===== src/rtl/s64x7_bus_pkg.sv =====
// rtl/s64x7_bus_pkg.sv - shared types and widths for the S64X7 bus arbiter
package s64x7_bus_pkg;

  localparam int ADR_W       = 61;
  localparam int SEL_W       = 8;
  localparam int DAT_W       = 64;
  localparam int TIMEOUT_DEF = 16;

  typedef enum logic [1:0] {
    ST_IDLE = 2'd0,
    ST_G0   = 2'd1,
    ST_G1   = 2'd2
  } arb_state_t;

endpackage


===== src/rtl/s64x7_bus_arbiter_if.sv =====
// rtl/s64x7_bus_arbiter_if.sv - two-master/one-slave S64X7 bus bundle
interface s64x7_bus_arbiter_if;
  import s64x7_bus_pkg::*;

  logic [ADR_W-1:0] m0_adr_i, m1_adr_i, s_adr_o;
  logic             m0_cyc_i, m0_stb_i, m0_we_i, m0_vpa_i;
  logic             m1_cyc_i, m1_stb_i, m1_we_i, m1_vpa_i;
  logic [SEL_W-1:0] m0_sel_i, m1_sel_i, s_sel_o;
  logic [DAT_W-1:0] m0_dat_i, m1_dat_i, s_dat_o, s_dat_i, dat_o;
  logic             m0_ack_o, m0_err_o, m1_ack_o, m1_err_o;
  logic             s_cyc_o, s_stb_o, s_we_o, s_vpa_o, s_ack_i;
  logic [1:0]       gnt_o;

  // Requester/slave-model side.
  modport master (
    output m0_adr_i, m0_cyc_i, m0_stb_i, m0_we_i, m0_vpa_i, m0_sel_i, m0_dat_i,
    output m1_adr_i, m1_cyc_i, m1_stb_i, m1_we_i, m1_vpa_i, m1_sel_i, m1_dat_i,
    output s_ack_i, s_dat_i,
    input  m0_ack_o, m0_err_o, m1_ack_o, m1_err_o,
    input  s_adr_o, s_cyc_o, s_stb_o, s_we_o, s_vpa_o, s_sel_o, s_dat_o,
    input  dat_o, gnt_o
  );

  // Arbiter side.
  modport slave (
    input  m0_adr_i, m0_cyc_i, m0_stb_i, m0_we_i, m0_vpa_i, m0_sel_i, m0_dat_i,
    input  m1_adr_i, m1_cyc_i, m1_stb_i, m1_we_i, m1_vpa_i, m1_sel_i, m1_dat_i,
    input  s_ack_i, s_dat_i,
    output m0_ack_o, m0_err_o, m1_ack_o, m1_err_o,
    output s_adr_o, s_cyc_o, s_stb_o, s_we_o, s_vpa_o, s_sel_o, s_dat_o,
    output dat_o, gnt_o
  );

endinterface


===== src/rtl/s64x7_bus_watchdog.sv =====
// rtl/s64x7_bus_watchdog.sv - hung-transfer timer with one-cycle error pulse
module s64x7_bus_watchdog #(
  parameter int TIMEOUT = 16,
  parameter int CW      = 8
) (
  input  logic clk_i,
  input  logic reset_i,
  input  logic active_i,
  input  logic cyc_i,
  input  logic stb_i,
  input  logic ack_i,
  output logic err_o,
  output logic suppress_o
);

  logic [CW-1:0] cnt;
  logic          stb_eff;

  assign stb_eff = stb_i & ~suppress_o;

  always_ff @(posedge clk_i or posedge reset_i) begin
    if (reset_i) begin
      cnt        <= '0;
      err_o      <= 1'b0;
      suppress_o <= 1'b0;
    end else begin
      err_o <= 1'b0;
      if (!active_i || !cyc_i) begin
        cnt        <= '0;
        suppress_o <= 1'b0;
      end else begin
        // Suppression lasts until the owner withdraws stb of the hung transfer.
        if (!stb_i)
          suppress_o <= 1'b0;
        if (ack_i || !stb_eff)
          cnt <= '0;
        else if (cnt == CW'(TIMEOUT - 1)) begin
          cnt        <= '0;
          err_o      <= 1'b1;
          suppress_o <= 1'b1;
        end else
          cnt <= cnt + CW'(1);
      end
    end
  end

endmodule


===== src/rtl/s64x7_bus_arbiter.sv =====
// rtl/s64x7_bus_arbiter.sv - round-robin, burst-locked two-master S64X7 arbiter
import s64x7_bus_pkg::*;

module s64x7_bus_arbiter #(
  parameter int TIMEOUT = TIMEOUT_DEF,
  parameter int CW      = 8
) (
  input  logic                 clk_i,
  input  logic                 reset_i,
  s64x7_bus_arbiter_if.slave   bus
);

  arb_state_t       state;
  logic             prio;
  logic [ADR_W-1:0] g_adr;
  logic [SEL_W-1:0] g_sel;
  logic [DAT_W-1:0] g_dat;
  logic             g_cyc, g_stb, g_we, g_vpa;
  logic             wd_err, wd_sup;

  always_ff @(posedge clk_i or posedge reset_i) begin
    if (reset_i) begin
      state <= ST_IDLE;
      prio  <= 1'b0;
    end else begin
      case (state)
        ST_IDLE: begin
          if (bus.m0_cyc_i && bus.m1_cyc_i)
            state <= prio ? ST_G1 : ST_G0;
          else if (bus.m0_cyc_i)
            state <= ST_G0;
          else if (bus.m1_cyc_i)
            state <= ST_G1;
        end
        // Release always passes through IDLE so owners are separated by a cycle.
        ST_G0: if (!bus.m0_cyc_i) begin
          state <= ST_IDLE;
          prio  <= 1'b1;
        end
        ST_G1: if (!bus.m1_cyc_i) begin
          state <= ST_IDLE;
          prio  <= 1'b0;
        end
        default: state <= ST_IDLE;
      endcase
    end
  end

  always_comb begin
    g_adr = '0; g_sel = '0; g_dat = '0;
    g_cyc = 1'b0; g_stb = 1'b0; g_we = 1'b0; g_vpa = 1'b0;
    case (state)
      ST_G0: begin
        g_adr = bus.m0_adr_i; g_sel = bus.m0_sel_i; g_dat = bus.m0_dat_i;
        g_cyc = bus.m0_cyc_i; g_stb = bus.m0_stb_i; g_we = bus.m0_we_i; g_vpa = bus.m0_vpa_i;
      end
      ST_G1: begin
        g_adr = bus.m1_adr_i; g_sel = bus.m1_sel_i; g_dat = bus.m1_dat_i;
        g_cyc = bus.m1_cyc_i; g_stb = bus.m1_stb_i; g_we = bus.m1_we_i; g_vpa = bus.m1_vpa_i;
      end
      default: ;
    endcase
  end

  s64x7_bus_watchdog #(.TIMEOUT(TIMEOUT), .CW(CW)) u_wd (
    .clk_i      (clk_i),
    .reset_i    (reset_i),
    .active_i   (state != ST_IDLE),
    .cyc_i      (g_cyc),
    .stb_i      (g_stb),
    .ack_i      (bus.s_ack_i),
    .err_o      (wd_err),
    .suppress_o (wd_sup)
  );

  assign bus.s_adr_o  = g_adr;
  assign bus.s_sel_o  = g_sel;
  assign bus.s_dat_o  = g_dat;
  assign bus.s_cyc_o  = g_cyc;
  assign bus.s_stb_o  = g_stb & ~wd_sup;
  assign bus.s_we_o   = g_we;
  assign bus.s_vpa_o  = g_vpa;
  assign bus.dat_o    = bus.s_dat_i;
  assign bus.gnt_o    = {state == ST_G1, state == ST_G0};
  assign bus.m0_ack_o = (state == ST_G0) & bus.s_ack_i & bus.m0_stb_i;
  assign bus.m1_ack_o = (state == ST_G1) & bus.s_ack_i & bus.m1_stb_i;
  assign bus.m0_err_o = (state == ST_G0) & wd_err;
  assign bus.m1_err_o = (state == ST_G1) & wd_err;

endmodule


===== src/flat_wrapper.sv =====
// flat-port wrapper written by rule: the top's interface ports become plain ports
module s64x7_bus_arbiter_flat 
#(
  parameter int TIMEOUT = TIMEOUT_DEF,
  parameter int CW      = 8
)
  (clk_i, reset_i, bus_m0_adr_i, bus_m0_cyc_i, bus_m0_stb_i, bus_m0_we_i, bus_m0_vpa_i, bus_m0_sel_i, bus_m0_dat_i, bus_m1_adr_i, bus_m1_cyc_i, bus_m1_stb_i, bus_m1_we_i, bus_m1_vpa_i, bus_m1_sel_i, bus_m1_dat_i, bus_s_ack_i, bus_s_dat_i, bus_m0_ack_o, bus_m0_err_o, bus_m1_ack_o, bus_m1_err_o, bus_s_adr_o, bus_s_cyc_o, bus_s_stb_o, bus_s_we_o, bus_s_vpa_o, bus_s_sel_o, bus_s_dat_o, bus_dat_o, bus_gnt_o);
  s64x7_bus_arbiter_if bus_i ();
  input  logic clk_i;
  input  logic reset_i;
  input wire logic [$bits(bus_i.m0_adr_i)-1:0] bus_m0_adr_i;
  input wire logic [$bits(bus_i.m0_cyc_i)-1:0] bus_m0_cyc_i;
  input wire logic [$bits(bus_i.m0_stb_i)-1:0] bus_m0_stb_i;
  input wire logic [$bits(bus_i.m0_we_i)-1:0] bus_m0_we_i;
  input wire logic [$bits(bus_i.m0_vpa_i)-1:0] bus_m0_vpa_i;
  input wire logic [$bits(bus_i.m0_sel_i)-1:0] bus_m0_sel_i;
  input wire logic [$bits(bus_i.m0_dat_i)-1:0] bus_m0_dat_i;
  input wire logic [$bits(bus_i.m1_adr_i)-1:0] bus_m1_adr_i;
  input wire logic [$bits(bus_i.m1_cyc_i)-1:0] bus_m1_cyc_i;
  input wire logic [$bits(bus_i.m1_stb_i)-1:0] bus_m1_stb_i;
  input wire logic [$bits(bus_i.m1_we_i)-1:0] bus_m1_we_i;
  input wire logic [$bits(bus_i.m1_vpa_i)-1:0] bus_m1_vpa_i;
  input wire logic [$bits(bus_i.m1_sel_i)-1:0] bus_m1_sel_i;
  input wire logic [$bits(bus_i.m1_dat_i)-1:0] bus_m1_dat_i;
  input wire logic [$bits(bus_i.s_ack_i)-1:0] bus_s_ack_i;
  input wire logic [$bits(bus_i.s_dat_i)-1:0] bus_s_dat_i;
  output wire logic [$bits(bus_i.m0_ack_o)-1:0] bus_m0_ack_o;
  output wire logic [$bits(bus_i.m0_err_o)-1:0] bus_m0_err_o;
  output wire logic [$bits(bus_i.m1_ack_o)-1:0] bus_m1_ack_o;
  output wire logic [$bits(bus_i.m1_err_o)-1:0] bus_m1_err_o;
  output wire logic [$bits(bus_i.s_adr_o)-1:0] bus_s_adr_o;
  output wire logic [$bits(bus_i.s_cyc_o)-1:0] bus_s_cyc_o;
  output wire logic [$bits(bus_i.s_stb_o)-1:0] bus_s_stb_o;
  output wire logic [$bits(bus_i.s_we_o)-1:0] bus_s_we_o;
  output wire logic [$bits(bus_i.s_vpa_o)-1:0] bus_s_vpa_o;
  output wire logic [$bits(bus_i.s_sel_o)-1:0] bus_s_sel_o;
  output wire logic [$bits(bus_i.s_dat_o)-1:0] bus_s_dat_o;
  output wire logic [$bits(bus_i.dat_o)-1:0] bus_dat_o;
  output wire logic [$bits(bus_i.gnt_o)-1:0] bus_gnt_o;
  assign bus_i.m0_adr_i = bus_m0_adr_i;
  assign bus_i.m0_cyc_i = bus_m0_cyc_i;
  assign bus_i.m0_stb_i = bus_m0_stb_i;
  assign bus_i.m0_we_i = bus_m0_we_i;
  assign bus_i.m0_vpa_i = bus_m0_vpa_i;
  assign bus_i.m0_sel_i = bus_m0_sel_i;
  assign bus_i.m0_dat_i = bus_m0_dat_i;
  assign bus_i.m1_adr_i = bus_m1_adr_i;
  assign bus_i.m1_cyc_i = bus_m1_cyc_i;
  assign bus_i.m1_stb_i = bus_m1_stb_i;
  assign bus_i.m1_we_i = bus_m1_we_i;
  assign bus_i.m1_vpa_i = bus_m1_vpa_i;
  assign bus_i.m1_sel_i = bus_m1_sel_i;
  assign bus_i.m1_dat_i = bus_m1_dat_i;
  assign bus_i.s_ack_i = bus_s_ack_i;
  assign bus_i.s_dat_i = bus_s_dat_i;
  assign bus_m0_ack_o = bus_i.m0_ack_o;
  assign bus_m0_err_o = bus_i.m0_err_o;
  assign bus_m1_ack_o = bus_i.m1_ack_o;
  assign bus_m1_err_o = bus_i.m1_err_o;
  assign bus_s_adr_o = bus_i.s_adr_o;
  assign bus_s_cyc_o = bus_i.s_cyc_o;
  assign bus_s_stb_o = bus_i.s_stb_o;
  assign bus_s_we_o = bus_i.s_we_o;
  assign bus_s_vpa_o = bus_i.s_vpa_o;
  assign bus_s_sel_o = bus_i.s_sel_o;
  assign bus_s_dat_o = bus_i.s_dat_o;
  assign bus_dat_o = bus_i.dat_o;
  assign bus_gnt_o = bus_i.gnt_o;
  s64x7_bus_arbiter #(.TIMEOUT(TIMEOUT), .CW(CW)) u_core (.clk_i(clk_i), .reset_i(reset_i), .bus(bus_i));
endmodule

===== config.mk =====
export PLATFORM = sky130hd
export DESIGN_NAME = s64x7_bus_arbiter_flat
export DESIGN_NICKNAME = d
export VERILOG_FILES = /design/src/rtl/s64x7_bus_pkg.sv /design/src/rtl/s64x7_bus_arbiter_if.sv /design/src/rtl/s64x7_bus_watchdog.sv /design/src/rtl/s64x7_bus_arbiter.sv /design/src/flat_wrapper.sv
export SDC_FILE = /design/constraint.sdc
export NUM_CORES = 1
export LEC_CHECK = 0
export ABC_CLOCK_PERIOD_IN_PS = 1770
export BUFFER_PORTS_ARGS = -buffer_cell sky130_fd_sc_hd__buf_2
export CORE_AREA = 2 2 214 216
export CTS_BUF_LIST = sky130_fd_sc_hd__clkbuf_4
export DETAILED_ROUTE_END_ITERATION = 10
export DIE_AREA = 0 0 216 218
export PLACE_DENSITY = 0.32
export SLEW_MARGIN = 15
export SYNTH_ARGS = -nofsm -noshare
export SYNTH_HDL_FRONTEND = slang
export SYNTH_SLANG_ARGS = --single-unit
export TNS_END_PERCENT = 50

===== constraint.sdc =====
create_clock -name clk_i -period 1.77 [get_ports clk_i]
set_input_delay 0.0885 -clock clk_i [delete_from_list [all_inputs] [get_ports clk_i]]
set_output_delay 0.0885 -clock clk_i [all_outputs]
set_load 0.005 [all_outputs]

=== Word level (Yosys, flattened, before mapping) ===
Index checks and enable logic that the tools add are counted.

* Register bits after elaboration: 13
* Output and inout bits: 207

* $add $sub $neg: 1
* Bitwise operators: 8
* Equal/unequal tests: 6
* Reduce and logical (&&, ||, !) cells: 11
* Multiplexer cells: 27

{| class="wikitable"
|+ Operators with widths
! operator !! number
|-
| $pmux W64 S2 || 1
|-
| $pmux W61 S2 || 1
|-
| $mux W8 || 3
|-
| $pmux W8 S2 || 1
|-
| $mux W2 || 6
|-
| $pmux W1 S2 || 5
|-
| $mux W1 || 9
|-
| $add A8 B1 Y8 const B || 1
|-
| $eq A8 B4 Y1 const B || 1
|-
| $and A1 B1 Y1 || 7
|-
| $pmux W2 S3 || 1
|-
| $reduce_and A3 Y1 || 2
|-
| $ne A2 B2 Y1 const B || 2
|-
| $ne A4 B3 Y1 const B || 1
|-
| $reduce_bool A2 Y1 || 2
|-
| $logic_not A1 Y1 || 3
|-
| $eq A2 B1 Y1 const B || 1
|-
| $eq A2 B2 Y1 const B || 1
|-
| $logic_not A2 Y1 || 1
|-
| $logic_or A1 B1 Y1 || 2
|-
| $logic_and A1 B1 Y1 || 1
|-
| $not A1 Y1 || 1
|}

=== Longest topological paths before layout ===
* Depth in word-level cells: 7
* Depth in mapped cells: 7

=== Modules after synthesis ===
From an unflattened synthesis, not the netlist that was laid out.

* Cells, all modules: 460
* Area total of the unflattened synthesis: 3340.7 sq um

{| class="wikitable"
|+ By module, submodules not included
! module !! seq. area each (sq um) !! times used !! cells an instance !! area an instance (sq um)
|-
| s64x7_bus_arbiter || 75.1 || 1 || 416 || 2880.3
|-
| s64x7_bus_watchdog || 250.2 || 1 || 44 || 460.4
|}

=== Worst setup path before layout ===
OpenSTA, ideal clock, no wires.

* Path type: register to register
* From: reg u_core.state[0]
* To: reg u_core.u_wd.suppress_o
* Arrival: 1.407 ns
* Path slack: 0.271 ns
* Stages on the path, launching flop included: 7
* Setup time: 0.092 ns
* Cells stage by stage: dfrtp_1 > inv_1 > ha_1 > buf_2 > a22o_1 > nand4_4 > o31ai_2

* Word-level cells in the longest chain between the ends: 7

{| class="wikitable"
|+ RTL lines
! element !! line !! RTL
|-
| start, declared || s64x7_bus_arbiter.sv:13 || <nowiki>arb_state_t state;</nowiki>
|-
| start signal, assigned || s64x7_bus_arbiter.sv:29 || <nowiki>state <= prio ? ST_G1 : ST_G0;</nowiki>
|-
| $eq A2 B2 Y1 * || - ||
|-
| via bus_gnt_o[1] || flat_wrapper.sv:39 || <nowiki>output wire logic [$bits(bus_i.gnt_o)-1:0] bus_gnt_o;</nowiki>
|-
| $pmux W1 S2 || s64x7_bus_arbiter.sv:52 || <nowiki>case (state)</nowiki>
|-
| $and A1 B1 Y1 || s64x7_bus_watchdog.sv:19 || <nowiki>assign stb_eff = stb_i & ~suppress_o;</nowiki>
|-
| $logic_not A1 Y1 || s64x7_bus_watchdog.sv:35 || <nowiki>if (ack_i || !stb_eff)</nowiki>
|-
| $logic_or A1 B1 Y1 || s64x7_bus_watchdog.sv:35 ||
|-
| $mux W1 || s64x7_bus_watchdog.sv:35 ||
|-
| $mux W1 * || s64x7_bus_watchdog.sv:28 || <nowiki>if (!active_i || !cyc_i) begin</nowiki>
|-
| end signal, assigned || s64x7_bus_watchdog.sv:30 || <nowiki>suppress_o <= 1'b0;</nowiki>
|-
| end signal, assigned || s64x7_bus_watchdog.sv:34 || <nowiki>suppress_o <= 1'b0;</nowiki>
|-
| end signal, assigned || s64x7_bus_watchdog.sv:40 || <nowiki>suppress_o <= 1'b1;</nowiki>
|-
| end, declared || s64x7_bus_watchdog.sv:13 || <nowiki>output logic suppress_o</nowiki>
|}

The timed path passes the listed nets; every way through them passes the cells marked *.
A chain may end at the register's enable or synchronous reset.

=== Final worst setup path ===
* From: reg u_core.state[0]
* To: out bus_s_adr_o[47]

* Word-level cells in the longest chain between the ends: 2

{| class="wikitable"
|+ RTL lines
! element !! line !! RTL
|-
| $eq A2 B2 Y1 / $eq A2 B1 Y1 (equally long branches) || s64x7_bus_arbiter.sv:52 ||
|-
| $pmux W61 S2 * || s64x7_bus_arbiter.sv:52 ||
|-
| end, declared || flat_wrapper.sv:31 || <nowiki>output wire logic [$bits(bus_i.s_adr_o)-1:0] bus_s_adr_o;</nowiki>
|}

Every way passes the cells marked *; elsewhere a longest branch is shown, timed or not.

==> reports/metrics.cfg <==
[status]
status = finished, violations left
violations = setup timing

[global_route]
antenna_found_initial = 4
grt_usage_pct = 8.748
grt_max_degree = 51
grt_pass1_wl_mm = 30.93
grt_pass1_vias = 4663
grt_overflow = 0

[drt]
drtAntennaViolNets = 0
viasPerCell = 3.467
firstDrtPassIters = 4
drc = 0
dr_total_vias = 4948
wire_per_inst_um = 17.18
wl_mm = 24.51
drt_iter0_drc = 250

[die]
io_pins = 548
fp-row-count = 78
die-height_um = 218
core-area_um2 = 44890
initial_utilization_pct = 7.375
dieArea_um2 = 47090
die_w_um = 216

[worst_setup_path]
critPathCaptureType = output pin
reg2reg_from = u_core.state[0]
critPathSlowestCell = dfrtp_1
crit_path_max_incr_delay_ns = 0.41
crit_family = buffers and inverters
worstSetupStartpointType = flop
path_buf_inv = 5
cpMostUsedCell = buf_12
worstPathArrival_ns = 1.79
cp_cell_sequence = buf_6, ha_4, buf_12, buf_12, buf_8, a22oi_2, nor2b_1, buf_2
worstSetupPathType = flop to output pin
crit_start = u_core.state[0]
reg2reg_slack_ns = 0.09
worstPathRequired_ns = 1.68
critical_path_peak_fanout = 8

[synth]
yosysTopAreaCellShare_pct = 31.07
postSynthAreaPerCell_um2 = 7.276
ys_types = 31
synth_area_leader_cell = a22oi_1
async_flop_share_pct = 100.0
ys_ff_latch = 13
yosysWarnings = 0
ys_top_cells_by_area = a22oi_1, nor2b_1, buf_4
syn_nets = 800
ys_seq_area_share_pct = 9.826
synthCells = 455
synth-edff-count = 0
syn_area_um2 = 3311
ys.flop_type = dfrtp_1

[sta]
setup_ws_ns = -0.1059
hold_viol = 0
tightest_slew_ns = 0.5476
finalMaxSlewViolations = 0
whs_ns = 0.1156
skew_ns = 0.002733
setup_viol = 116
rsz0062_at_grt = yes
post-route-period-util_pct = 106.0
maxSlewHeadroom_pct = 63.45
fin_crit_ns = 1.876
clock.fmax_mhz = 533.1

[finish]
drive_gt1_share_pct = 70.22
area_delta_synth_final_pct = 110.6
nets = 1172
final_cells = 1427
stdcell_area_um2 = 6973

[clocking]
ctsHtreeMaxLevel = 1
clk_latency_ns = 0.28
clock_path_buffers = 2
cts-root-buf = clkbuf_4
cts_made_buffers = 3
clk_transition_reported_paths_ns = 0.09
cts_sinks = 13
cts_tree = done

[power]
ir_worst_vdd_mv = 0.6774
p_leak_nw = 3.102
p_per_area_nw_per_um2 = 1164

[placed_design]
dp.cells = 1390
dpl_cell_area_um2 = 5848
routabilityCongestion = 0.7914
numPortBuffers = 419
dpl.hpwl_mm = 18.46

[run]
cap_viol_max_count = 0

[hold_path]
hp-class = primary input to flop
hold_start = bus_m0_cyc_i

==> synthesized netlist by cell type, types with 4 or more instances <==
| cell | instances |
|---|---|
| nor2b_1 | 138 |
| inv_1 | 6 |
| nor3_1 | 4 |
| ha_1 | 4 |
| a21oi_1 | 4 |
| clkbuf_1 | 24 |
| and2_1 | 4 |
| dfrtp_1 | 13 |
| a22oi_1 | 137 |
| buf_4 | 65 |
| buf_2 | 22 |
| o21ai_0 | 6 |
==> final cells by class <==
class	count	area, µm²
inverters	6	22.52
diodes	1	2.502
well taps	600	750.7
flip-flops and latches	13	325.3
repair buffers	478	3104
multi-input cells	325	2740
clock buffers	3	22.52
clock inverters	1	5.005
fillers	5172	37920
==> layout by cell type (no fill, tap or decap), types with 2 or more instances in the layout <==
master	n
nand3_1	2
nor2b_2	3
buf_8	8
clkbuf_4	3
clkbuf_16	6
nor3_1	4
nor2b_4	3
a21oi_1	4
ha_4	3
buf_2	412
inv_1	4
nor2_1	3
buf_12	18
buf_4	18
inv_2	2
or3_1	3
and2_1	3
buf_6	9
a22oi_2	76
buf_16	6
a211oi_2	2
a22oi_1	61
nor2b_1	132
xnor2_1	2
o21ai_0	6
dfrtp_1	13
==> worst register-to-register path, delay by kind of cell (launching register included) <==
family,cells,cell delay (ns)
adder cells (fa/ha/maj),1,0.35
buffers and inverters,2,0.24
flip-flops,1,0.39
AND/OR/NAND/NOR,3,0.62
==> metal layers <==
metal  up-vias  wire length, µm  GRT usage (%)
met5         -               41              0
met4         6              569          2.237
met3        46             2045          2.343
met2       217            12330          15.97
met1      2348             9529          10.05
li1       2331                -              -
==> power breakdown <==
part / switching (mW) / internal, mW / leakage, nW
registers: 0.0242 / 0.326 / 0.178
clock network: 0.109 / 0.0837 / 0.0177
logic: 3.49 / 4.09 / 2.91
==> worst paths after layout <==
path,end,cells after the start
max in group asynchronous,u_core.u_wd.cnt[0],3
worst max-delay path,bus_s_adr_o[47],8
min in group asynchronous,u_core.u_wd.cnt[1],3
worst min-delay path,u_core.state[0],3
worst max register to register,u_core.u_wd.err_o,6
worst min register to register,u_core.u_wd.cnt[0],1
==> cells by family (layout without fill, tap and decap cells) <==
family          count (synthesis)  in the layout  synth area share [%]
mux                             1              1                0.3024
xor+xnor                        3              3                0.7938
buf+inv                       117            488                 21.47
simple gates                  164            164                 31.59
flops                          13             13                 9.826
fa+ha+maj                       4              4                 1.512
other cells                     0              1                     0
compound gates                153            153                 34.51
==> registers in the layout, summed over array words and instances, names as in the netlist <==
signal                  cells
u_core.prio                 1
u_core.state                2
u_core.u_wd.cnt             8
u_core.u_wd.err_o           1
u_core.u_wd.suppress_o      1
==> timing repair <==
action,4_1_cts,5_1_grt
setup endpoints to repair,131,143
setup buffers,17,5
cloned,4,7
gates resized for setup,99,35
endpoints found under the hold margin,13,0
hold buffers,1,0
pin swaps,16,18
==> per-stage QoR <==
stage,utilization (%),worst slack (ns),power (mW),TNS [ns]
after detailed placement,13.03,0.07248,5.756,0
after CTS,14.77,-0.1153,7.395,-9.696
final,15.53,-0.1059,8.118,-5.162
after global placement,13.03,0.1101,5.755,0
after global routing,15.53,-0.1855,8.714,-17.91
after floorplan,-,0.2710,3.409,0
No activity file was read; power rests on OpenSTA's default activity.
